===== config.mk =====
export PLATFORM = sky130hd
export DESIGN_NAME = latch_drive_ctrl
export DESIGN_NICKNAME = d
export VERILOG_FILES = /design/src/rtl/latch_drive_ctrl.sv
export SDC_FILE = /design/constraint.sdc
export NUM_CORES = 1
export LEC_CHECK = 0
export BUFFER_PORTS_ARGS = -buffer_cell sky130_fd_sc_hd__buf_2
export CORE_MARGIN = 1.5
export CORE_UTILIZATION = 61
export DETAILED_ROUTE_END_ITERATION = 16
export GPL_TIMING_DRIVEN = 0
export MAX_ROUTING_LAYER = met4
export PLACE_DENSITY_LB_ADDON = 0.2
export SETUP_SLACK_MARGIN = 0.4
export SLEW_MARGIN = 25
export SYNTH_ARGS = -nofsm -noshare
export SYNTH_HDL_FRONTEND = slang
export SYNTH_SLANG_ARGS = --single-unit

===== constraint.sdc =====
create_clock -name CLK -period 3.9 [get_ports CLK]
set_input_delay 0.195 -clock CLK [delete_from_list [all_inputs] [get_ports CLK]]
set_output_delay 0.195 -clock CLK [all_outputs]
set_load 0.01 [all_outputs]

===== src/rtl/latch_drive_ctrl.sv =====
// latch_drive_ctrl: synchronizes and debounces raw set/clear requests and turns
// each accepted request into a fixed-width active-low pulse on S_N (clear) or
// R_N (set) of a downstream cross-coupled SR latch. It never drives both low.
// Latency: raw input first sampled at edge k -> drive low after edge k+2+DEBOUNCE_CYCLES.
// Backpressure: requests arriving while busy are held as pending flags; a set
// and a clear accepted in the same cycle keep the clear and strobe DROP.
//
// Ports:
//   CLK, RST          clock (rising edge), asynchronous active-high reset
//   SET_REQ, CLR_REQ  raw asynchronous requests, active-high
//   S_N, R_N          latch drives, idle high; S_N low clears Q, R_N low sets Q
//   BUSY              high while a pulse or the following gap is in progress
//   Q_EXP             expected latch Q after the last completed pulse
//   DROP              one-cycle strobe when a set request was discarded
module latch_drive_ctrl #(
    parameter int unsigned DEBOUNCE_CYCLES = 4,
    parameter int unsigned PULSE_CYCLES    = 3,
    parameter int unsigned GAP_CYCLES      = 2,
    parameter int unsigned INIT_CLEAR      = 1
) (
    input  logic CLK,
    input  logic RST,
    input  logic SET_REQ,
    input  logic CLR_REQ,
    output logic S_N,
    output logic R_N,
    output logic BUSY,
    output logic Q_EXP,
    output logic DROP
);

    // Bit 0 of the per-input vectors is the set request, bit 1 the clear request.
    localparam int IDX_SET = 0;
    localparam int IDX_CLR = 1;

    localparam int DW       = $clog2(DEBOUNCE_CYCLES + 1);
    localparam int PH_MAX   = (PULSE_CYCLES > GAP_CYCLES) ? PULSE_CYCLES : GAP_CYCLES;
    localparam int CW       = $clog2(PH_MAX + 1);
    localparam logic [DW-1:0] DEB_LAST = DW'(DEBOUNCE_CYCLES - 1);
    localparam logic [CW-1:0] P_LAST   = CW'(PULSE_CYCLES - 1);
    localparam logic [CW-1:0] G_LAST   = CW'(GAP_CYCLES - 1);

    typedef enum logic [1:0] {
        IDLE  = 2'd0,
        PULSE = 2'd1,
        GAP   = 2'd2
    } state_t;

    // Synchronizer and debounce state
    logic [1:0]    s1_q, s1_d;
    logic [1:0]    s2_q, s2_d;
    logic [1:0]    deb_q, deb_d;
    logic [DW-1:0] cnt_q [2];
    logic [DW-1:0] cnt_d [2];
    logic [1:0]    rise;

    // Request bookkeeping and pulse sequencer
    logic          set_pend_q, set_pend_d;
    logic          clr_pend_q, clr_pend_d;
    logic          init_done_q, init_done_d;
    state_t        state_q, state_d;
    logic [CW-1:0] ph_q, ph_d;
    logic          s_n_q, s_n_d;
    logic          r_n_q, r_n_d;
    logic          busy_q, busy_d;
    logic          q_exp_q, q_exp_d;
    logic          drop_q, drop_d;
    logic          start;

    // Synchronize, then debounce: a change is accepted only after
    // DEBOUNCE_CYCLES consecutive disagreeing samples of the second sync stage.
    always_comb begin
        s1_d = {CLR_REQ, SET_REQ};
        s2_d = s1_q;
        for (int i = 0; i < 2; i++) begin
            deb_d[i] = deb_q[i];
            cnt_d[i] = '0;
            rise[i]  = 1'b0;
            if (s2_q[i] != deb_q[i]) begin
                if (cnt_q[i] == DEB_LAST) begin
                    deb_d[i] = ~deb_q[i];
                    rise[i]  = ~deb_q[i];
                end else begin
                    cnt_d[i] = cnt_q[i] + 1'b1;
                end
            end
        end
    end

    always_comb begin
        state_d     = state_q;
        ph_d        = ph_q;
        s_n_d       = s_n_q;
        r_n_d       = r_n_q;
        q_exp_d     = q_exp_q;
        set_pend_d  = set_pend_q;
        clr_pend_d  = clr_pend_q;
        drop_d      = 1'b0;
        init_done_d = 1'b1;
        start       = 1'b0;

        case (state_q)
            IDLE: begin
                start = set_pend_q | clr_pend_q;
            end
            PULSE: begin
                if (ph_q == P_LAST) begin
                    state_d = GAP;
                    ph_d    = '0;
                    // A low R_N pulse is a set; a low S_N pulse is a clear.
                    q_exp_d = ~r_n_q;
                    s_n_d   = 1'b1;
                    r_n_d   = 1'b1;
                end else begin
                    ph_d = ph_q + 1'b1;
                end
            end
            GAP: begin
                if (ph_q == G_LAST) begin
                    ph_d    = '0;
                    state_d = IDLE;
                    // Chain straight into the next pulse so the gap is exactly
                    // GAP_CYCLES long when work is already queued.
                    start   = set_pend_q | clr_pend_q;
                end else begin
                    ph_d = ph_q + 1'b1;
                end
            end
            default: begin
                state_d = IDLE;
                ph_d    = '0;
                s_n_d   = 1'b1;
                r_n_d   = 1'b1;
            end
        endcase

        // Clear wins over set when both are pending.
        if (start) begin
            state_d = PULSE;
            ph_d    = '0;
            if (clr_pend_q) begin
                s_n_d      = 1'b0;
                clr_pend_d = 1'b0;
            end else begin
                r_n_d      = 1'b0;
                set_pend_d = 1'b0;
            end
        end

        // New events are applied after the start so a request arriving on the
        // same edge a pulse begins is not lost.
        if (rise[IDX_SET] && rise[IDX_CLR]) begin
            clr_pend_d = 1'b1;
            set_pend_d = 1'b0;
            drop_d     = 1'b1;
        end else if (rise[IDX_CLR]) begin
            clr_pend_d = 1'b1;
        end else if (rise[IDX_SET]) begin
            set_pend_d = 1'b1;
        end

        if ((INIT_CLEAR != 0) && !init_done_q) begin
            clr_pend_d = 1'b1;
        end

        busy_d = (state_d != IDLE);
    end

    // Drives reset to high asynchronously, so a reset mid-pulse releases the
    // latch input immediately without any low glitch.
    always_ff @(posedge CLK or posedge RST) begin
        if (RST) begin
            s1_q        <= '0;
            s2_q        <= '0;
            deb_q       <= '0;
            cnt_q[0]    <= '0;
            cnt_q[1]    <= '0;
            set_pend_q  <= 1'b0;
            clr_pend_q  <= 1'b0;
            init_done_q <= 1'b0;
            state_q     <= IDLE;
            ph_q        <= '0;
            s_n_q       <= 1'b1;
            r_n_q       <= 1'b1;
            busy_q      <= 1'b0;
            q_exp_q     <= 1'b0;
            drop_q      <= 1'b0;
        end else begin
            s1_q        <= s1_d;
            s2_q        <= s2_d;
            deb_q       <= deb_d;
            cnt_q[0]    <= cnt_d[0];
            cnt_q[1]    <= cnt_d[1];
            set_pend_q  <= set_pend_d;
            clr_pend_q  <= clr_pend_d;
            init_done_q <= init_done_d;
            state_q     <= state_d;
            ph_q        <= ph_d;
            s_n_q       <= s_n_d;
            r_n_q       <= r_n_d;
            busy_q      <= busy_d;
            q_exp_q     <= q_exp_d;
            drop_q      <= drop_d;
        end
    end

    assign S_N   = s_n_q;
    assign R_N   = r_n_q;
    assign BUSY  = busy_q;
    assign Q_EXP = q_exp_q;
    assign DROP  = drop_q;

endmodule


Word-level counts from Yosys, hierarchy flattened
Cells that the tools add are included.

word-level totals
  bits in registers = 24
  input port bits = 4
  output and inout port bits = 5
  logic and storage cells = 76

operators by class
  $add $sub $neg = 3
  equality and inequality tests = 10
  muxes and demuxes = 36
  bitwise operators = 4
  reduce and logical (&&, ||, !) cells = 7

operator list
  cell                                                              number
  1-bit two-way mux                                                 21
  2-bit two-way mux                                                 6
  3-bit two-way mux                                                 4
  2-bit case mux with 3 select lines                                2
  3-bit by 1-bit adder with 3-bit output (second input constant)    2
  3-bit by 2-bit == test with 1-bit output (second input constant)  2
  1-bit case mux with 2 select lines                                3
  2-bit AND reduction                                               3
  2-bit by 1-bit == test with 1-bit output (second input constant)  2
  2-bit == test (second input constant)                             2
  4-bit by 2-bit != test with 1-bit output (second input constant)  1
  1-bit NOT                                                         3
  2-bit by 1-bit adder with 2-bit output (second input constant)    1
  2-bit zero test                                                   1
  1-bit != test                                                     2
  2-bit != test (second input constant)                             1
  2-bit nonzero test                                                1
  2-bit OR reduction                                                1
  1-bit logical AND                                                 1
  1-bit OR                                                          1

Logic depth before layout (Yosys ltp)
Gate-level depths: netlist (run 1).

  depth in word-level cells = 7
  mapped depth = 7
  mapped depth without buffers = 6

Worst setup path before layout (run 1)
No wires, ideal clock.

  path kind = register to register
  from = register state_q[0]
  to = register busy_q, in the netlist BUSY
  setup time = 0.124 ns
  arrival time = 1.339 ns
  required time = 3.776 ns
  slack = 2.436 ns
  cell stages (with the launch flop) = 7
  period minus slack after synthesis = 1.464 ns
  cell sequence = dfrtp_1 > inv_1 > ha_1 > buf_4 > a31oi_4 > o22ai_2 > or2_1

between the ends
  longest elaborated chain between the ends = 4
  elaborated cells between the ends (all ways) = 9

ends and longest elaborated chain
  what                                                                                             RTL line  RTL
  from (decl)                                                                                      61        state_t state_q, state_d;
  from (signal assigned)                                                                           197       state_q <= state_d;
  2-bit == test, or another cell as far along                                                      102       case (state_q)
  2-bit case mux with 3 select lines / 1-bit case mux with 2 select lines (equally long branches)  102
  2-bit two-way mux (*)                                                                            138       if (start) begin
  via state_d[0]                                                                                   61
  2-bit nonzero test (*)                                                                           166       busy_d = (state_d != IDLE);
  via busy_d                                                                                       65        logic busy_q, busy_d;
  to (signal assigned)                                                                             201       busy_q <= busy_d;
  to (decl)                                                                                        65

Mark *: on every way through the listed nets, which the timed path passes. The rest lies on a longest branch.
A chain may end at the register's enable or synchronous reset.

Worst setup path after layout (run 1)
  from = register state_q[1]
  to = register busy_q, in the netlist BUSY

between the ends
  longest elaborated chain between the ends = 4
  elaborated cells between the ends (all ways) = 9

ends and longest elaborated chain
  what                                                                                             RTL line
  2-bit == test, or another cell as far along                                                      102
  2-bit case mux with 3 select lines / 1-bit case mux with 2 select lines (equally long branches)  102
  2-bit two-way mux (*)                                                                            138
  2-bit nonzero test (*)                                                                           166
  via busy_d                                                                                       65

Marks and branches as above.

==> reports/metrics.csv, run 1 <==
metric,value,unit
status,finished clean,
Synth top cells by count,"dfrtp_1, ha_1, nand2_1, nor2_1",
"FF+latch count, synth",24,
drt first pass iters,5,
syn_nets,108,
post-synthesis sequential area ratio,54.2,%
startpoint types,flop,
wire length per cell,11.5,microns
share of cells above drive strength 1,21.1,%
CTS tree,built,
Slew @ Worst Pin,0.823,ns
synth warn,0,
CP max stage delay,0.46,ns
Final Skew,0.00589,ns
WS Path Type,flop to flop,
Crit. End Element,flop,
min Tclk post-route,1.64,ns
clk root buf,clkbuf_4,
RSZ-0062 raised after global routing,false,
IO Pins,9,
most common cell in the netlist,dfrtp_1,
Yosys top cell by area,dfrtp_1,
Via Count,674,
clock latency at the later pin of the worst-skew pair,0.30,ns
Synth Cell Area,0.00111,sq mm
first-pass GRT wire length,2.52,mm
Synth async-reset ratio,100,%
Max-Cap Viols,0,
final setup vio count,0,
largest net degree at the start of global routing,25,
Via density,5.03,
die area,0.00209,sq mm
WP buf/inv,2,
initial drt markers,3,
All-Layer GR Usage,17.9,%
routed wire length,1.54,mm
synth unique cells,34,
M1 GR Usage,21.8,%
worst path required time,4.09,ns
CTS buffer count,3,
die width,45.7,microns
n_diodes,0,
dpl cells,128,
Post-DRT Antenna Nets,0,
power per cell area,655,mW/mm^2
fin cells,134,
dpl ws,2.31,ns
cells after synthesis,95,
Nets,123,
worst hold path type,input port to asynchronous set/reset pin,
Final TNS setup,0,ns
grt met3 use,7.14,%
fmax,0.611,GHz
GRT Max-Usage Layer,met2,
post-DP HPWL,1.20,mm
Clock Pin Slew Worst Setup and Hold Paths,0.12,ns
Post-CTS Setup Inserts,0,
"EDFF count, synth",0,
Util after Layout,71.8,%
initial antenna violation count,0,
final-report hold violation count,0,
worst setup margin,2.26,ns
ranking of synthesized cells by area,"dfrtp_1, ha_1, dfstp_2",
WP data arrival,1.83,ns
GR Overflow Total,0,
DR DRC count,0,
CTS Sinks,24,
vias in the first global route,606,
Area Overhead vs Synth,11.5,%
Max Root-Sink Buffers,2,
top_reg_cell synth,dfrtp_1,
met2 Usage GRT,27.6,%
Die Y,45.7,microns
PortBufs,8,
critical path's slowest cell,dfrtp_1,
row count,15,
gpl congestion,0.854,
max-slew violation count,0,
initial core utilization,64.4,%
Leak,0.590,nW
Syn Area/Cell,11.7,sq um
worst path cell trace,inv_1 > ha_1 > buf_4 > a211oi_1 > nor3_1 > or2_1,
maximum VDD drop,0.000397,V
top-area cell type share of the netlist area,49.5,%
final worst-path cycle share,42.0,%
Core Box Area,0.00173,sq mm
worst-path fanout max,9,
total power,0.812,mW
"CP delay by family, top",flip-flops,
Slew headroom,45.0,%
H-tree levels,1,
post-CTS sizing,0,
-- registers in the layout (all words and copies together) (netlist names), named ones only --
signal       cells
S_N              1
state_q          2
s1_q             2
Q_EXP            1
R_N              1
DROP             1
clr_pend_q       1
cnt_q            6
init_done_q      1
deb_q            2
ph_q             2
s2_q             2
BUSY             1
-- cell families after synthesis --
group | count (synthesis) | share of synthesized area (%)
buf+inv | 6 | 2.36
flops | 24 | 54.2
simple gates | 35 | 18.0
fa+ha+maj | 9 | 10.1
mux | 2 | 2.02
xor+xnor | 2 | 1.58
other cells | 1 | 0.337
compound gates | 16 | 11.4
-- cells in the final DEF (no fill, tap or decap), types with 2 or more instances in the layout --
master	synthesis	final
dfrtp_1	22	22
ha_1	9	9
buf_2	0	8
nor2_1	6	6
nand2_1	6	6
nor2b_1	5	5
inv_1	5	5
a21oi_1	5	5
nor3b_1	4	4
nor3_1	3	3
clkbuf_4	0	3
dfstp_2	2	2
nand3b_1	2	2
xnor2_1	2	2
o21ai_0	2	2
mux2_2	2	2
dlygate4sd3_1	0	2
-- report_power, final --
| part | switching, mW | internal [mW] | total [mW] |
|---|---|---|---|
| Combinational | 0.169 | 0.152 | 0.320 |
| Clock | 0.0647 | 0.0570 | 0.122 |
| Sequential | 0.0479 | 0.322 | 0.370 |
-- cell type report --
cell class / instances / area, sq um
multi-input combinational: 65 / 483
timing repair buffer: 10 / 60.1
inverter: 5 / 18.8
tap: 25 / 31.3
clock buffer: 4 / 36.3
buffer: 1 / 7.51
fill: 130 / 487
sequential: 24 / 603
-- worst register-to-register path, stage by stage (launching register included) --
cell and delay [ns]:
dfrtp_1 0.46, inv_1 0.11, ha_1 0.19, buf_4 0.17, a211oi_1 0.29, nor3_1 0.10, or2_1 0.22
-- per-layer routing --
layer,part of all wire [%],wire length [microns]
met1,49,748
met2,47,717
met3,3.6,56
met5,0,0
met4,0.78,12
-- metrics by stage --
step / hold slack, ns / area (sq um)
after CTS: 0.0497 / 1240
after floorplan: 0.208 / 1110
final: 0.0313 / 1240
after global placement: 0.302 / 1180
after global routing: 0.0903 / 1240
after detailed placement: 0.305 / 1180
-- what timing repair did --
action	4_1_cts	5_1_grt
setup endpoints to repair	0	0
hold buffers	2	0
endpoints found under the hold margin	2	0
-- final timing paths --
kind,depth (start not counted),startpoint,slack (ns),to
worst max-delay path,6,state_q[1],2.26,BUSY
worst min-delay path,2,RST,0.03,s2_q[0]
worst max register to register,6,state_q[1],2.26,BUSY
worst min register to register,0,s1_q[0],0.36,s2_q[0]
max in group asynchronous,2,RST,3.36,deb_q[1]
min in group CLK,0,s1_q[0],0.36,s2_q[0]
No activity file was read; power rests on OpenSTA's default activity.
==> run 2, diff against run 1 <==
--- a/config.mk
+++ b/config.mk
@@ -6,8 +6,9 @@
 export NUM_CORES = 1
 export LEC_CHECK = 0
 export BUFFER_PORTS_ARGS = -buffer_cell sky130_fd_sc_hd__buf_2
+export CORE_ASPECT_RATIO = 0.6
 export CORE_MARGIN = 1.5
-export CORE_UTILIZATION = 61
+export CORE_UTILIZATION = 51
 export DETAILED_ROUTE_END_ITERATION = 16
 export GPL_TIMING_DRIVEN = 0
 export MAX_ROUTING_LAYER = met4
==> constraint.sdc (replaced) <==
create_clock -name CLK -period 1.5 [get_ports CLK]
set_input_delay 0.075 -clock CLK [delete_from_list [all_inputs] [get_ports CLK]]
set_output_delay 0.075 -clock CLK [all_outputs]
set_load 0.01 [all_outputs]
==> run 2 against run 1 <==
Non-clock buffer count grew 8. The flow now finishes with violations (negative hold slack). Combinational power rose to 3.7 times the previous value. Critical endpoint is now R_N. Via count rose by 11%. Cell count increased by 7.5%. Clock skew shrank 0.0045 ns. Die area up 19%. Cell area up 13%.
==> reports/metrics.csv, run 2 (synthesized netlist as in run 1, its figures left out) <==
metric,value,unit
Core Box Area,0.00195,sq mm
final-report hold violation count,22,
routed wire length,2.02,mm
Final Skew,0.00139,ns
vias in the first global route,694,
Die Y,39.2,microns
post-DP HPWL,1.39,mm
CTS Hold Bufs,2,
Fin Hold WS,-0.0749,ns
CTS Sinks,24,
switch share,36.3,%
DR DRC count,0,
Via Count,746,
worst r2r src,state_q[1],
drt first pass iters,4,
Max-Cap Viols,0,
Via density,5.18,
WS Path Type,flop to flop,
sequential power share,40.8,%
share of cells above drive strength 1,45.7,%
Slew @ Worst Pin,0.854,ns
H-tree levels,1,
power per cell area,1740,mW/mm^2
initial antenna violation count,0,
worst-path fanout max,7,
Max Root-Sink Buffers,2,
Leak,0.633,nW
largest net degree at the start of global routing,25,
wire length per cell,14.0,microns
CTS buffer count,3,
final worst-path cycle share,96.7,%
die area,0.00248,sq mm
total power,2.45,mW
P_sw,0.889,mW
status,"finished, violations left",
worst reg-to-reg setup slack,0.05,ns
R2R depth,7,
most frequent cells in the layout,"dfrtp_1, buf_2, buf_4",
die width,63.3,microns
max-slew violation count,0,
area of the multi-input gates,576,sq um
Reg with most FFs,cnt_q,
All-Layer GR Usage,18.8,%
Post-DRT Antenna Nets,0,
clock latency at the later pin of the worst-skew pair,0.30,ns
worst hold path type,input port to asynchronous set/reset pin,
clk root buf,clkbuf_4,
GR Overflow Total,0,
initial drt markers,16,
Reg-to-Reg End,R_N,
RSZ-0062 raised after global routing,true,
initial core utilization,57.0,%
Slew headroom,43.0,%
Area Overhead vs Synth,26.2,%
Crit. End Element,flop,
"commonest non-fill, non-tap cell in the layout",dfrtp_1,
Clock power frac,10.7,%
FF/Latch Area,606,sq um
WP data arrival,1.69,ns
first-pass GRT wire length,3.23,mm
layout filler cell count,136,
Largest register FFs,6,
violated checks,negative hold slack,
IO Pins,9,
worst path required time,1.74,ns
Clock Pin Slew Worst Setup and Hold Paths,0.11,ns
maximum VDD drop,0.000960,V
n_diodes,0,
PortBufs,8,
startpoint types,flop,
Nets,131,
Internal Power,1.56,mW
Logic pwr share,48.5,%
row count,12,
gpl congestion,0.788,
CTS tree,built,
Util after Layout,71.9,%
final setup vio count,0,
min Tclk post-route,1.45,ns
fmax,0.689,GHz
-- run 2: cell count changes in the layout (fill, tap and decap cells not counted), moves of 3 or more --
| cell | previous run | this run |
|---|---|---|
| buf_4 | 1 | 7 |
| ha_1 | 9 | 3 |
| ha_2 | 0 | 5 |
| buf_6 | 0 | 3 |
| nor2_1 | 6 | 3 |
| nor2_2 | 0 | 3 |
-- run 2: how the worst max path moves through the flow --
stage,from,end,slack [ns],cells after the start
after floorplan,state_q[1],BUSY,0.14,6
after global placement,state_q[1],BUSY,0.05,6
after detailed placement,state_q[0],BUSY,0.02,5
after CTS,state_q[0],BUSY,0.04,6
after global routing,state_q[0],flop,-0.005,6
final,state_q[1],R_N,0.05,7
-- run 2: stage by stage --
step	setup slack (ns)	setup TNS, ns	std cells	instance area [sq um]
detailed placement	0.0230	0	131	1220
floorplan	0.142	0	95	1150
global route	-0.00483	-0.0128	144	1400
CTS	0.0355	0	140	1330
finish	0.0491	0	144	1400
global placement	0.0483	0	131	1220
-- run 2: worst max-delay path, stage by stage, from the launching register on --
cell     delay (ns)
dfrtp_2        0.47
inv_4          0.07
ha_4           0.16
buf_6          0.13
a31oi_4        0.20
buf_4          0.15
nor2_2         0.05
a22oi_2        0.16
-- run 2: repair_timing --
item                                    CTS  global route
resized for setup                        10            14
endpoints found under the setup margin   12            16
endpoints found under the hold margin    24            22
pin swaps                                 3             6
buffers inserted                          4             4
-- run 2: power groups by stage --
stage	logic, mW	registers (mW)	clock network (mW)
after floorplan	0.691	0.980	0
after global placement	0.890	0.973	0
after detailed placement	0.916	0.982	0
after CTS	1.03	0.977	0.276
after global routing	1.30	1.02	0.297
final	1.19	0.998	0.262
-- run 2: layout make-up --
| type | count | area share (%) |
|---|---|---|
| Buffer | 1 | 0.802 |
| Clock buffer | 3 | 1.60 |
| Inverter | 5 | 1.69 |
| Multi-Input combinational cell | 65 | 41.0 |
| Sequential cell | 24 | 43.1 |
| Tap cell | 28 | 2.50 |
| Timing Repair Buffer | 18 | 9.27 |
-- run 2: metal layers --
metal / GRT usage (%) / wire length (microns) / share of wire [%] / vias up
li1: - / - / - / 369
met1: 24.4 / 960 / 47 / 361
met2: 29.3 / 954 / 47 / 14
met3: 6.71 / 98 / 4.8 / 2
met4: 3.26 / 9 / 0.44 / 0
met5: - / 0 / 0 / -
